**config.mk**
```make
export PLATFORM = sky130hd
export DESIGN_NAME = sid_i2s_tx_flat
export DESIGN_NICKNAME = d
export VERILOG_FILES = /design/src/rtl/sid_pkg.sv /design/src/rtl/sid_i2s_tx_if.sv /design/src/rtl/sid_i2s_clkgen.sv /design/src/rtl/sid_i2s_tx.sv /design/src/flat_wrapper.sv
export SDC_FILE = /design/constraint.sdc
export NUM_CORES = 1
export LEC_CHECK = 0
export BUFFER_PORTS_ARGS = -buffer_cell sky130_fd_sc_hd__buf_2
export CAP_MARGIN = 20
export CORE_MARGIN = 1
export CORE_UTILIZATION = 58
export DETAILED_ROUTE_END_ITERATION = 8
export GPL_ROUTABILITY_DRIVEN = 0
export GPL_TIMING_DRIVEN = 0
export PLACE_DENSITY = 0.84
export SLEW_MARGIN = 15
export SYNTH_ARGS = -nofsm -noshare
export SYNTH_HDL_FRONTEND = slang
export SYNTH_HIERARCHICAL = 1
export SYNTH_SLANG_ARGS = --single-unit
```
**constraint.sdc**
```tcl
create_clock -name clk -period 2.67 [get_ports clk]
set_clock_uncertainty 0.15 [all_clocks]
set_input_delay 0.1335 -clock clk [delete_from_list [all_inputs] [get_ports clk]]
set_output_delay 0.1335 -clock clk [all_outputs]
set_load 0.05 [all_outputs]
```
**src/rtl/sid_pkg.sv**
```systemverilog
// Shared constants for the SID audio path.
// Defaults target the 12.288 MHz board clock: BCLK_DIV=4, SLOT_W=16 gives a 48 kHz frame rate.
package sid_pkg;
    localparam int SAMPLE_W     = 16;
    localparam int BCLK_DIV_DEF = 4;
    localparam int SLOT_W_DEF   = 16;

    // Width of a counter spanning 0..n-1, never narrower than one bit.
    function automatic int cnt_w(input int n);
        return (n <= 2) ? 1 : $clog2(n);
    endfunction
endpackage

```
**src/rtl/sid_i2s_tx_if.sv**
```systemverilog
// Sample input and I2S output bundle of the SID audio serializer.
// master = sample source / DAC side view, slave = serializer.
interface sid_i2s_tx_if;
    import sid_pkg::*;

    logic signed [SAMPLE_W-1:0] iIn;
    logic                       iValid;
    logic                       iMute;
    logic                       oBclk;
    logic                       oLrck;
    logic                       oSdata;
    logic                       oFrameStb;

    modport master (output iIn, iValid, iMute, input oBclk, oLrck, oSdata, oFrameStb);
    modport slave  (input iIn, iValid, iMute, output oBclk, oLrck, oSdata, oFrameStb);
endinterface

```
**src/rtl/sid_i2s_clkgen.sv**
```systemverilog
// Purpose: divides clk into the I2S bit clock and flags the clk on which BCLK falls.
// Latency: first BCLK rise BCLK_DIV clks after reset release, first fall at 2*BCLK_DIV.
// Backpressure: none, free-running.
module sid_i2s_clkgen
    import sid_pkg::*;
#(
    parameter int BCLK_DIV = BCLK_DIV_DEF
) (
    input  logic clk,
    input  logic rst_n,
    output logic bclk,
    output logic fall_en
);
    localparam int            DW     = cnt_w(BCLK_DIV);
    localparam logic [DW-1:0] DIV_TC = DW'(BCLK_DIV - 1);

    logic [DW-1:0] div_cnt;
    logic          tc;

    assign tc      = (div_cnt == DIV_TC);
    assign fall_en = tc & bclk;

    always_ff @(posedge clk or negedge rst_n) begin
        if (!rst_n) begin
            div_cnt <= '0;
            bclk    <= 1'b0;
        end else if (tc) begin
            div_cnt <= '0;
            bclk    <= ~bclk;
        end else begin
            div_cnt <= div_cnt + 1'b1;
        end
    end
endmodule

```
**src/rtl/sid_i2s_tx.sv**
```systemverilog
// Purpose: serializes the held mono SID sample into a Philips I2S stream, duplicated to both slots.
// Latency: a held sample reaches oSdata within one frame (2*SLOT_W BCLK periods).
// Backpressure: none; sample-and-hold input, last iValid within a frame wins.
module sid_i2s_tx
    import sid_pkg::*;
#(
    parameter int BCLK_DIV = BCLK_DIV_DEF,
    parameter int SLOT_W   = SLOT_W_DEF
) (
    input  logic         clk,
    input  logic         iRstN,
    sid_i2s_tx_if.slave  bus
);
    localparam int            FW         = 2 * SLOT_W;
    localparam int            BW         = cnt_w(FW);
    localparam logic [BW-1:0] BIT_LAST   = BW'(FW - 1);
    localparam logic [BW-1:0] SLOT_START = BW'(SLOT_W);
    localparam logic [BW-1:0] LOAD_BIT   = BW'(1);

    logic                bclk;
    logic                fall_en;
    logic [BW-1:0]       bit_cnt;
    logic [BW-1:0]       bit_nxt;
    logic                load;
    logic [SAMPLE_W-1:0] hold;
    logic [SLOT_W-1:0]   slot;
    logic [FW-1:0]       frame;
    logic [FW-1:0]       frame_new;

    sid_i2s_clkgen #(.BCLK_DIV(BCLK_DIV)) u_clkgen (
        .clk     (clk),
        .rst_n   (iRstN),
        .bclk    (bclk),
        .fall_en (fall_en)
    );

    assign bus.oBclk = bclk;

    // Frame loads one bit after the LRCK change: the Philips one-bit delay.
    always_comb begin
        bit_nxt   = (bit_cnt == BIT_LAST) ? '0 : bit_cnt + 1'b1;
        load      = fall_en && (bit_nxt == LOAD_BIT);
        slot      = bus.iMute ? '0 : (SLOT_W'(hold) << (SLOT_W - SAMPLE_W));
        frame_new = {slot, slot};
    end

    always_ff @(posedge clk or negedge iRstN) begin
        if (!iRstN) begin
            bit_cnt       <= '0;
            hold          <= '0;
            frame         <= '0;
            bus.oLrck     <= 1'b0;
            bus.oSdata    <= 1'b0;
            bus.oFrameStb <= 1'b0;
        end else begin
            bus.oFrameStb <= load;
            // A capture in the load clk lands in hold after the frame took the old value.
            if (bus.iValid) begin
                hold <= bus.iIn;
            end
            if (fall_en) begin
                bit_cnt   <= bit_nxt;
                bus.oLrck <= (bit_nxt >= SLOT_START);
                if (load) begin
                    frame      <= frame_new;
                    bus.oSdata <= frame_new[FW-1];
                end else begin
                    frame      <= frame << 1;
                    bus.oSdata <= frame[FW-2];
                end
            end
        end
    end
endmodule

```
**src/flat_wrapper.sv**
```systemverilog
// flat-port wrapper written by rule: the top's interface ports become plain ports
module sid_i2s_tx_flat import sid_pkg::*;
#(
    parameter int BCLK_DIV = BCLK_DIV_DEF,
    parameter int SLOT_W   = SLOT_W_DEF
)
  (clk, iRstN, bus_iIn, bus_iValid, bus_iMute, bus_oBclk, bus_oLrck, bus_oSdata, bus_oFrameStb);
  sid_i2s_tx_if bus_i ();
  input  logic clk;
  input  logic iRstN;
  input wire logic [$bits(bus_i.iIn)-1:0] bus_iIn;
  input wire logic [$bits(bus_i.iValid)-1:0] bus_iValid;
  input wire logic [$bits(bus_i.iMute)-1:0] bus_iMute;
  output wire logic [$bits(bus_i.oBclk)-1:0] bus_oBclk;
  output wire logic [$bits(bus_i.oLrck)-1:0] bus_oLrck;
  output wire logic [$bits(bus_i.oSdata)-1:0] bus_oSdata;
  output wire logic [$bits(bus_i.oFrameStb)-1:0] bus_oFrameStb;
  assign bus_i.iIn = bus_iIn;
  assign bus_i.iValid = bus_iValid;
  assign bus_i.iMute = bus_iMute;
  assign bus_oBclk = bus_i.oBclk;
  assign bus_oLrck = bus_i.oLrck;
  assign bus_oSdata = bus_i.oSdata;
  assign bus_oFrameStb = bus_i.oFrameStb;
  sid_i2s_tx #(.BCLK_DIV(BCLK_DIV), .SLOT_W(SLOT_W)) u_core (.clk(clk), .iRstN(iRstN), .bus(bus_i));
endmodule
```
==> key figures <==
Yosys
  • Synth Net Count: approximately 200
  • Post-synthesis register bit count: 57
  • Share of the synthesized area in the top cell type: 57.9%
  • EDFF count, synth: 0
  • Synthesized cell area: 2460 µm²
  • Synth warnings: 6
  • Unique masters post-synth: 27
  • Synth Area per Inst: 13.8 µm²
  • Top cells by count, synth: dfrtp_1, a221o_1, nor2b_1
  • Synth area leader: dfrtp_1
  • Syn Inst Count: around 180
  • Seq/Total Area, Yosys: between 50% and 60%
  • Top-count cell post-synth: dfrtp_1
  • Main synth FF type: dfrtp_1
  • Async S/R FF share, synth: 100%
  • Synth area leaders: dfrtp_1, a221o_1, mux2_2

CTS
  • Htree depth: 3
  • Post-CTS Setup Repair Bufs: 0
  • Worst-path clk slew: 0.06 ns
  • TritonCTS buffer count: 9
  • CTS tree: built
  • Worst-skew pair later-pin latency: 0.33 ns
  • CTS Sinks: 57
  • Clock Path Buffers: 2
  • Root buffer cell: clkbuf_8

Routing
  • Average via count per standard cell: approximately 5.9
  • DRC: 0
  • Via count: between 1.5k and 2k
  • DRT antenna net count: 0
  • DRT iter0 DRCs: between 150 and 200
  • Wirelength, routed: roughly 5.3 mm
  • DRT Pass-1 Iters: 6
  • Post-DR wirelength/cell: between 15 and 20 µm

Layout
  • Register Area: 1430 µm²
  • Diodes inserted: 0
  • Final #Nets: roughly 250
  • Final instance area: 3020 µm²
  • Share of post-route cells with drive strength above 1: 29.1%
  • Filler Cells Inserted: 270
  • Fin util: between 70% and 80%
  • Area of the multi-input gates: 926 µm²
  • Layout area overhead: 22.5%

Power
  • Sw Pwr: between 0.0004 and 0.0005 W
  • Seq pwr share: roughly half
  • Logic pwr share: under 10%
  • PD cells: slightly above 600 nW/µm²
  • Power share of the clock group: roughly two fifths
  • Leak: approximately 1.4 nW
  • Peak supply drop: between 0.0005 and 0.0006 V
  • Sw Ratio: about 23%
  • Internal power: about 0.0014 W
  • Overall power: roughly 0.0019 W

Placed design
  • DP Wirelength: around 3.3 mm
  • Placed cell area: approximately 2700 µm²
  • Port Buf Inserts: 22

Timing
  • Final worst path period share: slightly above 90%
  • Tmin final: around 2.4 ns
  • Final hold violations: 0
  • Slew @ Worst Pin: ~0.63 ns
  • Fmax: approximately 410 MHz
  • # setup viols final: 0
  • RSZ-0062 raised after global routing: false
  • Max-slew violation count: 0
  • Max-slew headroom: around 58%
  • TNS Setup: 0 ns

Run
  • Maxcap violations: 0

Floorplan
  • Die Y: approximately 67 µm
  • Die area: ~4500 µm²
  • Ports: 24
  • Die width: ~67 µm
  • Row count: 23
  • Starting Density: 61.1%
  • Core ar.: 4030 µm²

Outcome
  • Status: completed

GRT
  • Vias in the first global route: roughly 1.8k
  • Global route overflow: 0
  • Largest net degree at the start of global routing: 36
  • First-pass GRT wire length: just under 9 mm
  • Initial antenna violation count: 0
  • Gr usage total: 27.8%

Critical path
  • Crit end category: register
  • Worst Path Arrival: approximately 2.5 ns
  • Kind of start point of the critical path: register
  • CP max FO: 10
  • Req. time, crit path: 2.73 ns
  • Critical path class: reg -> reg

Min path
  • Hold Path Class: in -> reg
[power by group through the flow]
stage	clock, W	combinational (W)	sequential [W]
5_1_grt	0.000814	0.000159	0.000965
3_3_place_gp	0	0.000113	0.000969
3_5_place_dp	0	0.000125	0.000974
2_1_floorplan	0	0.0000746	0.000963
4_1_cts	0.000781	0.000146	0.000959
6_report	0.000767	0.000145	0.000960
[placed cells by master, fill, tap and decap left out, types with 2 or more instances in the layout]
cell            n
a221o_1        30
and2b_1         6
and3_1          2
buf_2          24
buf_6           7
clkbuf_1        4
clkbuf_8       13
clkinv_2        2
dfrtp_1        57
dlygate4sd3_1  17
ha_1            3
inv_1           2
mux2_2         17
mux2i_1         2
nand2_1         4
nor2_1          2
nor2b_1        26
o21ai_0         2
o2bb2ai_1       2
[repair_timing]
action                                 in CTS  in global routing
resized for setup                           0                  0
hold buffers                               17                  0
endpoints found under the hold margin      38                  0
[stage by stage]
step | worst slack (ns) | hold slack [ns] | cells
detailed placement | 0.259 | -0.00276 | 251
global placement | 0.314 | 0.215 | 250
finish | 0.234 | 0.0403 | 284
floorplan | 0.423 | -0.312 | 178
global route | 0.126 | 0.0354 | 284
CTS | 0.245 | 0.0327 | 284
[final timing paths]
kind | start | end | slack (ns) | cells past startpoint
setup / recovery | u_core/bit_cnt[0] | u_core/frame[3] | 0.23 | 7
min in group asynchronous | iRstN | u_core/frame[15] | 0.18 | 2
setup reg to reg | u_core/bit_cnt[0] | u_core/frame[3] | 0.23 | 7
hold / removal | bus_iValid | u_core/hold[2] | 0.04 | 2
max in group asynchronous | iRstN | u_core/hold[7] | 1.63 | 3
hold reg to reg | u_core/u_clkgen/div_cnt[0] | u_core/u_clkgen/div_cnt[0] | 0.29 | 1
[layer usage]
| layer | vias to the layer above | routed length (µm) | global-route usage, % | part of all wire (%) |
|---|---|---|---|---|
| met5 | - | 0 | 0 | 0 |
| met4 | 0 | 133 | 18.1 | 2.5 |
| met3 | 14 | 201 | 5.57 | 3.8 |
| met2 | 42 | 2620 | 43.5 | 50 |
| met1 | 857 | 2330 | 35.1 | 44 |
| li1 | 766 | - | - | - |
[logic make-up (layout without fill, tap and decap cells)]
logic type	count (synthesis)	in the layout	synth area share [%]
DFF	57	57	57.9
buffers and inverters	15	71	4.52
xor gates and xnor gates	2	2	0.711
muxes	19	19	8.58
and+or+nand+nor	45	45	11.8
AOI/OAI and AO/OA	37	37	15.0
adders and majority gates	3	3	1.52
[registers in the layout, summed over array words and instances (netlist names)]
register / cells
u_core/u_clkgen/bclk: 1
u_core/bit_cnt: 4
u_core/bus.oFrameStb: 1
u_core/u_clkgen/div_cnt: 2
u_core/frame: 31
u_core/hold: 16
u_core/bus.oSdata: 1
u_core/bus.oLrck: 1
[layout make-up]
class                      count  area share, %
clock inverter                 2          0.332
buffer                        13           3.44
multi-input combinational    106           30.7
timing repair buffer          40           9.95
clock buffer                  14           6.05
sequential                    57           47.2
inverter                       2          0.249
tap                           50           2.07
[worst max-delay path, cell delays in order, from the launching register on]
cell,delay (ns)
dfrtp_1,0.45
ha_1,0.28
and3_1,0.16
ha_1,0.31
nor4_4,0.24
a31oi_4,0.17
buf_6,0.18
a221o_1,0.36
Note: power is estimated with default switching activity, not from simulation.
